## src/rtl/poly_rej_sampler.sv

```systemverilog
// poly_rej_sampler: rejection-samples N coefficients below P from a random word stream, then streams them to the store
// Ports: clk/reset (async, active-high); start pulse begins one polynomial;
// rnd_valid/rnd_in/rnd_ready random word handshake; sink_idle/write_req store request;
// coef_out streamed coefficient; busy/done status; reject_cnt saturating rejections.
module poly_rej_sampler #(
    parameter int P     = 17,
    parameter int N     = 8,
    parameter int LOG_N = 3,
    parameter int B     = 5
) (
    input  logic         clk,
    input  logic         reset,
    input  logic         start,
    input  logic         rnd_valid,
    input  logic [B-1:0] rnd_in,
    output logic         rnd_ready,
    input  logic         sink_idle,
    output logic         write_req,
    output logic [B-1:0] coef_out,
    output logic         busy,
    output logic         done,
    output logic [15:0]  reject_cnt
);
    typedef enum logic [1:0] {IDLE, COLLECT, REQ, STREAM} state_t;
    localparam logic [B-1:0]     P_W  = B'(P);
    localparam logic [LOG_N:0]   LAST = (LOG_N + 1)'(N - 1);
    state_t                  state, state_nx;
    logic [LOG_N:0]          count;
    logic [N-1:0][B-1:0]     coefs;
    logic                    accept, last, go;
    assign accept   = state == COLLECT && rnd_valid && rnd_in < P_W;
    assign last     = count == LAST;
    // start coinciding with done is still in IDLE but must not relaunch
    assign go       = start && !done;
    assign busy     = state != IDLE;
    assign coef_out = state == STREAM ? coefs[0] : '0;
    always_ff @(posedge clk or posedge reset)
        if (reset) state <= IDLE;
        else       state <= state_nx;
    always_comb begin
        state_nx  = state;
        rnd_ready = 1'b0;
        write_req = 1'b0;
        case (state)
            IDLE:    state_nx = go ? COLLECT : IDLE;
            COLLECT: begin
                rnd_ready = 1'b1;
                state_nx  = accept && last ? REQ : COLLECT;
            end
            REQ: begin
                write_req = sink_idle;
                state_nx  = sink_idle ? STREAM : REQ;
            end
            STREAM:  state_nx = last ? IDLE : STREAM;
            default: state_nx = IDLE;
        endcase
    end
    // coefficients enter at the tail and leave from index 0, so the first accepted word streams first
    always_ff @(posedge clk or posedge reset)
        if (reset) begin
            count      <= '0;
            coefs      <= '0;
            reject_cnt <= '0;
            done       <= 1'b0;
        end else begin
            done <= state == STREAM && last;
            case (state)
                IDLE: if (go) begin
                    count      <= '0;
                    reject_cnt <= '0;
                end
                COLLECT: if (accept) begin
                    coefs <= {rnd_in, coefs[N-1:1]};
                    count <= count + 1'b1;
                end else if (rnd_valid && reject_cnt != 16'hFFFF)
                    reject_cnt <= reject_cnt + 1'b1;
                REQ: if (sink_idle) count <= '0;
                STREAM: begin
                    coefs <= {B'(0), coefs[N-1:1]};
                    count <= count + 1'b1;
                end
                default: ;
            endcase
        end
endmodule

```

## config.mk

```make
export PLATFORM = sky130hd
export DESIGN_NAME = poly_rej_sampler
export DESIGN_NICKNAME = d
export VERILOG_FILES = /design/src/rtl/poly_rej_sampler.sv
export SDC_FILE = /design/constraint.sdc
export NUM_CORES = 1
export LEC_CHECK = 0
export CAP_MARGIN = 20
export CORE_MARGIN = 3
export CORE_UTILIZATION = 55
export DETAILED_ROUTE_END_ITERATION = 10
export HOLD_SLACK_MARGIN = 0.08
export PLACE_DENSITY_LB_ADDON = 0.3
export SLEW_MARGIN = 20
export SYNTH_ARGS = -nofsm -noshare
export SYNTH_HDL_FRONTEND = slang
export SYNTH_SLANG_ARGS = --single-unit
export TNS_END_PERCENT = 1
```

## constraint.sdc

```tcl
create_clock -name clk -period 3.88 [get_ports clk]
set_input_delay 0.776 -clock clk [delete_from_list [all_inputs] [get_ports clk]]
set_output_delay 0.776 -clock clk [all_outputs]
set_load 0.01 [all_outputs]
```

==> metrics.yaml <==
drt_pre_antenna_iters: 5
grt_max_degree: 49
initial_core_util: 0.587
rsz0062_at_grt: "no"
nets: 367
clock-sinks: 63
avgSynthCellArea_um2: 8.96
gr-usage-met3: 0.0348
num_vias: 2357
fmax_ghz: 0.356
ios: 35
cp_cell_sequence: "clkdlybuf4s50_1 -> o41ai_1 -> a21oi_1 -> nor2_2 -> buf_4 -> nand2_1 -> nand2_1"
fin_crit_sh: 0.723
ys_seq_area_frac: 0.554
cts_hold_buf: 0
clkTransAtPathRegs_ps: 60
yosysTopAreaCellShare: 0.554
die-area_mm2: 0.00608
area_growth_pct: 22.3
tightest_slew_ps: 785
final_common_cell: "nand2_1"
grt_pass1_vias: 2224
cpLargestDelayFamily: "compound AO/OA/AOI/OAI gates"
drt_iter0_markers: 187
cts_setup_buffers: 0
port_buffers: 34
yosysTopAreaCell: "dfrtp_1"
ys_top_cells_by_area: "dfrtp_1 (55%), nand2_1 (16%), a31oi_1 (2.2%)"
cts_max_level: 3
power.total_mw: 2.58
top_usage_layer: "met2"
clkLatencyLatePin_ps: 330
syn_inst: 318
synth_nets: 330
hpwl_mm: 4.01
syn_area_mm2: 0.00285
cts_tree: "done"
worstPathRequired_ps: 4140
drc: 0
path_max_fanout: 24
status: "complete, no violations"
overflow: 0
cts_buffer_depth: 2
met2_usage: 0.330
vias_per_cell: 5.53
antenna_left: 0
max-cap-violations: 0
critPathKind: "in2reg"
tns_ps: 0
gp_congestion: 0.823
fin_worst_skew_ps: 8.59
cts_buffers: 9
cts.repair.resized: 0
cpMaxStageDelayCell: "o41ai_1"
reg2regPathDepth: 7
wire_per_inst_um: 13.9
grt_first_pass_wirelength_mm: 10.3
cp.arrival_ps: 3070
hold_viol: 0
setup_viol: 0
cp.depth: 7
holdPathStages: 2
layout_common_cells: "nand2_1 (123), dfrtp_1 (63), clkdlybuf4s50_1 (34)"
ir_worst_vdd_uv: 433
p_leak_nw: 1.74
powerDensity_mw_per_mm2: 742
coreArea_mm2: 0.00485
cp-end-kind: "register"
die_x_um: 78.0
track_usage: 0.216
root_buffer: "clkbuf_8"
crit_buf_inv: 2
synthDistinctLibCells: 39
hp-class: "reg2reg"
use_met1: 0.300
nFillCells: 397
crit_path_max_incr_delay_ps: 620
antenna_found_initial: 0
fp-row-count: 25
drv_slew: 0
synth-seq-cells: 63
routed_wl_mm: 5.92
yosysWarnings: 0
startpoint_type: "input port"
die_y_um: 78.0
crit_path_frequent_cell: "nand2_1"
slew_headroom: 0.477
antenna-diode-count: 0
fin_crit_ps: 2810
drive_gt1_frac: 0.0836
## per-stage QoR
stage	hold slack, ps	setup WS, ps	instances	util	cell area, µm²
after floorplan	438	1530	318	-	2850
after global placement	446	873	410	0.670	3250
after detailed placement	450	799	410	0.670	3250
after CTS	467	1110	425	0.714	3460
after global routing	487	933	426	0.718	3480
final	460	1070	426	0.718	3480
## power by group
group | switching (mW) | internal (mW) | total, mW
sequential | 0.198 | 0.904 | 1.10
clock | 0.239 | 0.374 | 0.613
combinational | 0.498 | 0.371 | 0.869
total | 0.935 | 1.65 | 2.58
## final timing paths
kind | start | slack (ps) | to
max in group asynchronous | reset | 2420 | coefs[14]$_DFFE_PP0P_
max reg2reg | state[1]$_DFF_PP0_ | 1670 | reject_cnt[8]$_DFFE_PP0P_
max | rnd_in[3] | 1070 | coefs[10]$_DFFE_PP0P_
min in group asynchronous | reset | 760 | reject_cnt[15]$_DFFE_PP0P_
min reg2reg | coefs[6]$_DFFE_PP0P_ | 460 | coefs[1]$_DFFE_PP0P_
min | coefs[6]$_DFFE_PP0P_ | 460 | coefs[1]$_DFFE_PP0P_
## cell families after synthesis
| group | Yosys count | share of synthesized area |
|---|---|---|
| and+or+nand+nor | 172 | 0.264 |
| DFF | 63 | 0.554 |
| AOI/OAI and AO/OA | 53 | 0.128 |
| buffers and inverters | 26 | 0.0387 |
| muxes | 2 | 0.00703 |
| adders and majority gates | 2 | 0.00879 |
## layer usage
| layer | vias to the layer above | wire length (µm) | part of all wire |
|---|---|---|---|
| li1 | 1149 | - | - |
| met2 | 85 | 2770 | 0.47 |
| met1 | 1114 | 2760 | 0.47 |
| met3 | 9 | 284 | 0.048 |
| met5 | - | 0 | 0 |
| met4 | 0 | 108 | 0.018 |
## cells in the mapped netlist, drive strengths merged
cell type  number
o221ai          1
and4            1
o211ai          1
a31oi          10
and3            9
nand4           3
o21a            2
o31a            1
a22oi           1
nand3           8
ha              2
nor2           13
buf             5
nand2b          2
o41ai           1
o22ai           1
or3             2
nand2         123
nor3            4
mux2i           2
a211oi          2
nor4            2
nand3b          1
a21o            1
a41oi           4
a21oi           9
a22o            6
or2             3
dfrtp          63
clkbuf          9
and2            1
inv            12
o41a            1
o21ai          12
## sequential cells by signal, indices dropped and copies added (netlist names)
name        count
state           2
done            1
count           4
reject_cnt     16
coefs          40
## cell type report
type | instances | area [µm²] | share of cell area
inverter | 12 | 45.0 | 0.0129
multi-input combinational | 229 | 1170 | 0.335
timing repair buffer | 40 | 398 | 0.114
sequential | 63 | 1580 | 0.453
clock inverter | 4 | 70.1 | 0.0201
tap | 67 | 83.8 | 0.0241
clock buffer | 11 | 141 | 0.0406
## tightest hold or removal path, cell delays in order, from the launching register on
cell,delay [ps]
dfrtp_1,340
nand2_1,50
nand2_1,50
Power figures use the tool's default switching activity.
